File: src/rtl/branch_jump_unit.sv
// MIPS32 branch/jump resolution and PC redirect generation, with an optional
// architectural delay slot and link-register write generation.
module branch_jump_unit #(
  parameter int DELAY_SLOT = 1
) (
  input  logic        clock,
  input  logic        reset,
  input  logic        instr_valid,
  input  logic [31:0] instruction,
  input  logic [29:0] pc_value,
  input  logic [31:0] rs_data,
  input  logic [31:0] rt_data,
  output logic        jump_enable,
  output logic [29:0] jump_input,
  output logic        link_enable,
  output logic [4:0]  link_reg,
  output logic [31:0] link_data,
  output logic        in_delay_slot
);

  localparam logic [5:0] OP_SPECIAL = 6'b000000;
  localparam logic [5:0] OP_REGIMM  = 6'b000001;
  localparam logic [5:0] OP_J       = 6'b000010;
  localparam logic [5:0] OP_JAL     = 6'b000011;
  localparam logic [5:0] OP_BEQ     = 6'b000100;
  localparam logic [5:0] OP_BNE     = 6'b000101;
  localparam logic [5:0] OP_BLEZ    = 6'b000110;
  localparam logic [5:0] OP_BGTZ    = 6'b000111;
  localparam logic [5:0] FN_JR      = 6'b001000;
  localparam logic [5:0] FN_JALR    = 6'b001001;

  logic [29:0] pc1;
  logic [29:0] pc2;
  logic [29:0] branch_target;
  logic [29:0] jump_target;
  logic        taken;
  logic [29:0] target;
  logic        link_req;
  logic [4:0]  link_dest;
  logic        suppress;
  logic        accept;
  logic        unused_ok;

  assign pc1           = 30'(pc_value + 30'd1);
  assign pc2           = 30'(pc_value + 30'd2);
  assign branch_target = 30'(pc1 + {{14{instruction[15]}}, instruction[15:0]});
  assign jump_target   = {pc1[29:26], instruction[25:0]};
  // The rs field and shamt are not needed: operands arrive already read.
  assign unused_ok     = ^{instruction[25:21], instruction[10:6]};

  always_comb begin
    taken     = 1'b0;
    target    = branch_target;
    link_req  = 1'b0;
    link_dest = 5'd0;
    case (instruction[31:26])
      OP_J: begin
        taken  = 1'b1;
        target = jump_target;
      end
      OP_JAL: begin
        taken     = 1'b1;
        target    = jump_target;
        link_req  = 1'b1;
        link_dest = 5'd31;
      end
      OP_BEQ:  taken = (rs_data == rt_data);
      OP_BNE:  taken = (rs_data != rt_data);
      OP_BLEZ: taken = rs_data[31] || (rs_data == 32'd0);
      OP_BGTZ: taken = !rs_data[31] && (rs_data != 32'd0);
      OP_REGIMM: begin
        case (instruction[20:16])
          5'b00000: taken = rs_data[31];
          5'b00001: taken = !rs_data[31];
          5'b10000: begin
            taken     = rs_data[31];
            link_req  = 1'b1;
            link_dest = 5'd31;
          end
          5'b10001: begin
            taken     = !rs_data[31];
            link_req  = 1'b1;
            link_dest = 5'd31;
          end
          default: ;
        endcase
      end
      OP_SPECIAL: begin
        case (instruction[5:0])
          FN_JR: begin
            taken  = 1'b1;
            target = rs_data[31:2];
          end
          FN_JALR: begin
            taken     = 1'b1;
            target    = rs_data[31:2];
            link_req  = (instruction[15:11] != 5'd0);
            link_dest = instruction[15:11];
          end
          default: ;
        endcase
      end
      default: ;
    endcase
  end

  assign accept      = instr_valid && !reset && !suppress;
  assign link_enable = accept && link_req;
  assign link_reg    = link_dest;
  assign link_data   = {((DELAY_SLOT != 0) ? pc2 : pc1), 2'b00};

  generate
    if (DELAY_SLOT != 0) begin : g_delay
      typedef enum logic {IDLE, PENDING} state_t;
      state_t      state_reg, state_next;
      logic [29:0] target_reg, target_next;

      always_ff @(posedge clock) begin
        if (reset) begin
          state_reg  <= IDLE;
          target_reg <= '0;
        end else begin
          state_reg  <= state_next;
          target_reg <= target_next;
        end
      end

      // PENDING always lasts one cycle; transfers seen there are delay-slot
      // instructions and are dropped via suppress.
      always_comb begin
        state_next  = IDLE;
        target_next = target_reg;
        if (state_reg == IDLE && accept && taken) begin
          state_next  = PENDING;
          target_next = target;
        end
      end

      assign suppress      = (state_reg == PENDING);
      assign jump_enable   = (state_reg == PENDING) && !reset;
      assign jump_input    = target_reg;
      assign in_delay_slot = (state_reg == PENDING) && !reset;
    end else begin : g_comb
      assign suppress      = 1'b0;
      assign jump_enable   = accept && taken;
      assign jump_input    = target;
      assign in_delay_slot = 1'b0;
    end
  endgenerate

endmodule
File: config.mk
export PLATFORM = sky130hd
export DESIGN_NAME = branch_jump_unit
export DESIGN_NICKNAME = d
export VERILOG_FILES = /design/src/rtl/branch_jump_unit.sv
export SDC_FILE = /design/constraint.sdc
export NUM_CORES = 1
export LEC_CHECK = 0
export ABC_AREA = 1
export BUFFER_PORTS_ARGS = -buffer_cell sky130_fd_sc_hd__buf_2
export CAP_MARGIN = 20
export CORE_ASPECT_RATIO = 2
export CORE_UTILIZATION = 45
export CTS_CLUSTER_SIZE = 24
export DETAILED_ROUTE_END_ITERATION = 16
export GPL_ROUTABILITY_DRIVEN = 0
export PLACE_DENSITY = 0.72
export SYNTH_ARGS = -nofsm -noshare
export SYNTH_HDL_FRONTEND = slang
export SYNTH_SLANG_ARGS = --single-unit
File: constraint.sdc
create_clock -name clock -period 4.2 [get_ports clock]
set_clock_uncertainty 0.1 [all_clocks]
set_input_delay 0.42 -clock clock [delete_from_list [all_inputs] [get_ports clock]]
set_output_delay 0.42 -clock clock [all_outputs]
set_load 0.05 [all_outputs]
**Yosys cells after proc, flatten, opt, wreduce, memory -nomap -nowiden**

Index checks and enable logic that the tools add are counted.

- Register bits: 31
- Bits of input ports: 129

- $add $sub $neg: 3
- Equal/unequal tests: 14
- Muxes and demuxes: 12
- Bitwise operators: 1
- Reduce and logical (&&, ||, !) cells: 21

Operators by type and width:

| kind | count |
|---|---|
| case mux 30 bit (2 select lines) | 1 |
| equality test 32 bit | 1 |
| logical NOT 32 bit | 1 |
| inequality test 32 bit | 1 |
| nonzero test 32 bit | 1 |
| adder 30 x 1 -> 30 bit (second input constant) | 1 |
| adder 30 x 2 -> 30 bit (second input constant) | 1 |
| adder 30 bit | 1 |
| two-way mux 30 bit | 1 |
| equality test 6 x 3 -> 1 bit (second input constant) | 4 |
| case mux 5 bit (3 select lines) | 1 |
| equality test 6 x 2 -> 1 bit (second input constant) | 2 |
| equality test 6 x 4 -> 1 bit (second input constant) | 2 |
| equality test 5 bit (second input constant) | 2 |
| two-way mux 5 bit | 2 |
| OR reduction 2 bit | 5 |
| logical AND 1 bit | 7 |
| case mux 1 bit (7 select lines) | 1 |
| equality test 6 x 1 -> 1 bit (second input constant) | 1 |
| logical NOT 6 bit | 1 |
| equality test 5 x 1 -> 1 bit (second input constant) | 1 |
| logical NOT 5 bit | 1 |
| nonzero test 5 bit | 1 |
| two-way mux 1 bit | 4 |
| other kinds (5) | 7 |

**Depth between registers and ports, before layout**

Gate-level depths: netlist of the first run.

- Depth after elaboration: 6
- Mapped depth: 24
- Depth with buffers taken out: 24

**Worst setup path after synthesis of the first run**

OpenSTA, ideal clock, no wires.

- Path type: input to register
- From: in pc_value[1]
- To: reg g_delay.target_reg[29] (netlist: jump_input[29])
- Setup time: 113 ps
- Arrival: 3484 ps
- Data required time: 3987 ps
- Setup slack: 503 ps
- Stages on the path: 22
- Path buffers: 0
- Cells stage by stage: ha_1 inv_1 nor2_2 inv_2 nor2_1 nand3_1 xor2_1 nand2_1 o21ai_0 ha_1 nand2_1 inv_1 nand2_1 nand2_1 a21oi_1 o21ai_0 a21oi_1 nand2_1 nand2_1 nor2_1 nor2_1 nor2_1

- Longest elaborated chain between the ends: 4

Ends and longest elaborated chain:

| element | line | source |
|---|---|---|
| start: declaration | 10 | `input logic [29:0] pc_value,` |
| adder 30 x 1 -> 30 bit (*) | 44 | `assign pc1 = 30'(pc_value + 30'd1);` |
| adder 30 bit | 46 | `assign branch_target = 30'(pc1 + {{14{instruction[15]}}, instruction[15:0]});` |
| two-way mux 30 bit | 89 | `case (instruction[5:0])` |
| case mux 30 bit (2 select lines) (*) | 56 | `case (instruction[31:26])` |
| end signal: assignment | 124 | `target_reg <= target_next;` |
| end: declaration | 116 | `logic [29:0] target_reg, target_next;` |

Mark *: on every way between the ends. The rest lies on a longest branch, timed or not.
A chain may end at the register's enable or synchronous reset.

**Worst setup path in the final report of the first run**

- From: in pc_value[2]
- To: reg g_delay.target_reg[18] (netlist: jump_input[18])

- Longest elaborated chain between the ends: 4

Ends and longest elaborated chain:

| element | line |
|---|---|
| adder 30 x 1 -> 30 bit (*) | 44 |
| adder 30 bit (*) | 46 |
| two-way mux 30 bit | 89 |
| case mux 30 bit (2 select lines) (*) | 56 |

Marked as above.

==> results of run 1 <==
## tightest hold or removal path: cells and delay by family, from the launching register on
| family | cells | cell delay, ns |
|---|---|---|
| flops | 1 | 0.32 |
| simple gates | 2 | 0.11 |
## kinds of logic after synthesis
kind of cell	after synthesis	synth area share
AOI/OAI and AO/OA	81	0.0734
xor gates and xnor gates	75	0.106
adders and majority gates	34	0.0696
buffers and inverters	222	0.145
DFF	31	0.0997
muxes	2	0.00322
other	1	0.000603
and+or+nand+nor	741	0.503
## Yosys cell counts (all sizes together)
master    n
conb      1
xor2     43
ha       33
or2       4
mux2i     2
o21bai    7
a21oi    29
and2      4
o21ai    32
nand4    13
nand2   413
o22ai     8
nand3b   14
inv     199
buf      18
nor4      3
clkinv    1
fa        1
a31oi     1
a22o      1
o211ai    2
nand3    85
nor3     19
a41oi     1
dfxtp    31
nor2    186
xnor2    32
clkbuf    4
## layout make-up
class	instances	area [µm²]	share of cell area
multi-input cells	935	4700	0.631
repair buffers	199	1000	0.135
inverters	200	756	0.101
flip-flops and latches	31	621	0.0833
well taps	155	194	0.0260
clock buffers	6	139	0.0186
clock inverters	2	35.0	0.00470
diodes	1	2.50	0.000336
## routing by layer
metal  vias to the layer above  wire length [µm]  GRT usage  share of wire
li1                       4015                 -          -              -
met1                      3484              8240      0.323           0.34
met2                       385             12500      0.624           0.51
met3                       129              1280     0.0265          0.052
met4                         0              2460      0.295           0.10
met5                         -                 0          0              0
## power by group
part	internal (W)	switching [W]
registers	0.000297	0.00000130
logic	0.000257	0.000528
clock network	0.000294	0.000133
total	0.000849	0.000662
## final timing paths
kind / endpoint / from / slack [ns] / depth (start not counted)
worst max-delay path: jump_input[18]$_SDFFE_PP0P_ / pc_value[2] / 0.43 / 25
worst min-delay path: jump_input[6]$_SDFFE_PP0P_ / jump_input[6]$_SDFFE_PP0P_ / 0.37 / 2
worst max register to register: jump_input[9]$_SDFFE_PP0P_ / g_delay.state_reg$_SDFF_PP0_ / 2.62 / 8
worst min register to register: jump_input[6]$_SDFFE_PP0P_ / jump_input[6]$_SDFFE_PP0P_ / 0.37 / 2
## per-stage QoR
stage | hold slack (ns) | setup slack [ns] | power [W] | area (µm²)
3_5_place_dp | 0.361 | 0.196 | 0.00107 | 7280
4_1_cts | 0.373 | 0.478 | 0.00150 | 7450
2_1_floorplan | 0.569 | 0.503 | 0.000821 | 6230
3_3_place_gp | 0.346 | 0.203 | 0.00107 | 7280
5_1_grt | 0.392 | 0.179 | 0.00159 | 7450
6_report | 0.368 | 0.430 | 0.00151 | 7450
==> metrics, run 1 <==
fin crit share 0.898; max reg flops 30; root buf cell clkbuf_16; area leader, netlist nand2_1; routed wire length 24.5 mm; hold crit path type flip-flop to flip-flop; CP startpoint kind primary input; deepest clock path buffer count 2; Final Util 0.555; dpl hpwl between 20 and 25 mm; Tmin final about 3.8 ns; Req. time, crit path 4.28 ns; Worst path slowest cell ha_1; maxcap violations 0; WL/cell ~16 µm; Hold Violations, Final 0; global-route wire length before repair 36.9 mm; H-tree depth 2; drt drc 0; unique cell type count in the Yosys netlist 42; commonest non-fill, non-tap cells in the layout nand2_1 (408), buf_2 (196), inv_1 (191); CP peak stage delay between 0.4 and 0.5 ns; Ys Warns 0; peak supply drop roughly 130 µV; final std cells w/o fill about 1500; DP Cell Count roughly 1500; IO Pins 199; share of cells above drive strength 1 0.178; Slew Limit Fails 0; critical setup path kind primary input to flip-flop; Vias per Instance around 5.2; relative slew slack 0.456; Max Fanout on Critical Path 5; initial antenna violation count 1; Avg Inst Size Synth between 5 and 6 µm²; Yosys reg bits 31; vias in the first global route roughly 7400; IO Port Bufs roughly 200; DRT Pass-1 Iters 5; WP buf/inv 5; Tot GR Track Use 0.336; Core Box Area 13400 µm²; leading cell type in the layout, fill and taps excluded nand2_1; post-route ant nets 0; CTS sink cnt 31; Die W about 85 µm; CP Capture Type flip-flop; CTS tree yes; post-cts gate resize count 0; Synth area leaders nand2_1 (25%), inv_1 (12%), nor2_1 (11%), dfxtp_1 (10%), nand3_1 (6.7%); largest net degree at the start of global routing 32; critical path's top delay family simple AND/OR/NAND/NOR gates; setup violators final 0; register clock-pin slew on the reported worst setup and hold paths roughly 0.060 ns; fillers between 1000 and 1500; share of the synthesized area in the top cell type 0.246; post-CTS setup buffer count 0; Worst-Skew Late Latency 0.28 ns; post-synthesis sequential area ratio 0.0997; initial DRC count 517; total negative slack 0 ns; Nets 1535; area of the die about 14000 µm²; Area Growth Syn to Fin 19.8%; most frequent CP cell nand2_1; Worst Path Arrival just under 4 ns; worst-margin pin slew about 0.8 ns; row cnt 60; Synth Instances approximately 1200; grt ovf 0; CTS Buf Count 5; CTS Hold Buffers Added 0; RSZ-0062 raised after global routing no; status finished clean; Fmax 265 MHz; Leak Pwr roughly 4.4 nW; Pwr Density between 200 and 250 nW/µm²; Initial Util 0.463; via count ~8000; Synth Cell Area ~6200 µm²; die height about 170 µm
(Power assumes the default switching activity.)
==> run 2: changes to the inputs <==
--- a/config.mk
+++ b/config.mk
@@ -10,7 +10,7 @@
 export CAP_MARGIN = 20
 export CORE_ASPECT_RATIO = 2
 export CORE_UTILIZATION = 45
-export CTS_CLUSTER_SIZE = 24
+export CTS_CLUSTER_SIZE = 40
 export DETAILED_ROUTE_END_ITERATION = 16
 export GPL_ROUTABILITY_DRIVEN = 0
 export PLACE_DENSITY = 0.72
==> constraint.sdc (replaced) <==
create_clock -name clock -period 4 [get_ports clock]
set_clock_uncertainty 0.1 [all_clocks]
set_input_delay 0.4 -clock clock [delete_from_list [all_inputs] [get_ports clock]]
set_output_delay 0.4 -clock clock [all_outputs]
set_load 0.05 [all_outputs]
==> run 2 against run 1 <==
Against the previous run:
- total power is 0.14% higher
- critical path depth is 2 lower
- count of clock-buffer cells in the layout is 1 higher
- first-iteration DRC count is 3.5% lower
- wire length is 0.12% higher
- sequential share of layout area hardly changed
- register-to-register slack worse by 0.22 ns
- global-route usage is 0.11 points higher
- final area hardly changed
- critical path type unchanged
- highest routed layer unchanged
==> metrics, run 2 (synthesized netlist as in run 1, its figures left out) <==
status finished clean (unchanged); die height 168 µm (unchanged); register clock-pin slew on the reported worst setup and hold paths 0.05 ns (was 0.06 ns); largest net degree at the start of global routing 32 (unchanged); Worst-Skew Late Latency 0.28 ns (about the same); Tmin final ~3.7 ns; IO Pins 199 (unchanged); row cnt 60 (unchanged); post-route ant nets 0 (unchanged); share of cells above drive strength 1 0.182 (was 0.178); Hold Violations, Final 0 (unchanged); Worst Path Arrival 3.80 ns (was 3.85 ns); Pwr Density 203 nW/µm² (about the same); Max Fanout on Critical Path 9 (was 5); routed wire length 24.5 mm (about the same); initial antenna violation count 1 (unchanged); Req. time, crit path 4.12 ns (was 4.28 ns); Slew Limit Fails 0 (unchanged); Core Box Area 13400 µm² (unchanged); CP Capture Type flip-flop (unchanged); area of the die 14300 µm² (unchanged); peak supply drop 136 µV (was 130 µV); RSZ-0062 raised after global routing no (unchanged); critical setup path kind primary input to flip-flop (unchanged); Met3 Wirelength 1.33 mm (was 1.28 mm); dpl hpwl 20.9 mm (was 21.1 mm); grt ovf 0 (unchanged); DP Cell Count 1523 (was 1520); H-tree depth 2 (unchanged); CTS Hold Buffers Added 0 (unchanged); commonest non-fill, non-tap cells in the layout nand2_1 (407), buf_2 (196), inv_1 (191) (was nand2_1 (408), buf_2 (196), inv_1 (191)); Die W 85.1 µm (unchanged); Min Hold Slack 0.364 ns (was 0.368 ns); via count 8005 (was 8013); total negative slack 0 ns (unchanged); fin crit share 0.921; Fmax approximately 270 MHz; Place WS 0.0397 ns (was 0.196 ns); drt drc 0 (unchanged); hold crit path type primary input to flip-flop (was flip-flop to flip-flop); initial DRC count 499 (was 517); Initial Util 0.463 (unchanged); IO Port Bufs 196 (unchanged); CTS tree yes (unchanged); relative slew slack 0.475 (was 0.456); WL/cell 16.0 µm (about the same); DRT Pass-1 Iters 5 (unchanged); Tot GR Track Use 0.337 (was 0.336); worst-margin pin slew 0.787 ns (was 0.816 ns); maxcap violations 0 (unchanged); Vias per Instance 5.22 (was 5.24); Nets 1539 (was 1535); wire length on met2 12.5 mm (about the same); setup violators final 0 (unchanged); vias in the first global route 7494 (was 7382); wl on met1 8.22 mm (was 8.24 mm); final std cells w/o fill 1533 (was 1529); CTS Buf Count 5 (unchanged); Leak Pwr 4.36 nW (about the same); root buf cell clkbuf_16 (unchanged); CTS sink cnt 31 (unchanged); Area Growth Syn to Fin 19.9% (was 19.8%); Top Layer Used met4 (unchanged); Final Util 0.555 (about the same); CP startpoint kind primary input (unchanged); deepest clock path buffer count 2 (unchanged); max reg flops 30 (unchanged); leading cell type in the layout, fill and taps excluded nand2_1 (unchanged); PnR worst setup slack 0.315 ns (was 0.430 ns); global-route wire length before repair 37.2 mm (was 36.9 mm)
## run 2: final timing paths
| kind | from | end | slack (ns) | cells after the start |
|---|---|---|---|---|
| max reg2reg | g_delay.state_reg$_SDFF_PP0_ | jump_input[9]$_SDFFE_PP0P_ | 2.40 | 8 |
| min reg2reg | jump_input[0]$_SDFFE_PP0P_ | jump_input[0]$_SDFFE_PP0P_ | 0.37 | 2 |
| max | pc_value[0] | jump_input[20]$_SDFFE_PP0P_ | 0.31 | 23 |
| min | instruction[23] | jump_input[23]$_SDFFE_PP0P_ | 0.36 | 5 |
## run 2: cell type report
type / count / area [µm²]
multi-input combinational: 935 / 4720
inverter: 200 / 756
tap: 155 / 194
clock inverter: 1 / 5.00
timing repair buffer: 203 / 1030
fill: 1523 / 5980
sequential: 31 / 621
clock buffer: 7 / 133
antenna: 1 / 2.50
## run 2: worst max-delay path, stage by stage
cell and delay [ns]:
buf_2 0.20, ha_2 0.24, nand3_1 0.14, nor2_2 0.18, nand2_2 0.12, nor3_2 0.23, nand3_1 0.14, nor2_1 0.13
xor2_1 0.16, inv_1 0.06, ha_1 0.34, nand2_1 0.13, nor2_2 0.19, inv_1 0.07, nor2_1 0.18, nand3b_1 0.18
nand3_2 0.17, nand2_1 0.10, nand3_1 0.09, nand2_1 0.07, nand3_1 0.11, nor2_1 0.06, nor2_1 0.11
## run 2: layer usage
layer,up-vias,track usage
li1,4030,-
met1,3477,0.329
met2,378,0.617
met3,120,0.0235
met4,0,0.306
met5,-,0
## run 2: per-stage QoR
step           instance area (µm²)  power (W)
2_1_floorplan                 6230   0.000862
3_3_place_gp                  7300    0.00112
3_5_place_dp                  7300    0.00113
4_1_cts                       7440    0.00150
5_1_grt                       7460    0.00160
6_report                      7460    0.00151
## run 2: what timing repair did
action,in CTS,in global routing
setup buffers,0,1
resized for setup,0,4
endpoints found under the setup margin,0,2
## run 2: report_power, final
group / internal [W] / switching, W / leakage [nW]
registers: 0.000312 / 0.00000132 / 0.250
clock network: 0.000230 / 0.000138 / 0.0679
logic: 0.000273 / 0.000559 / 4.05
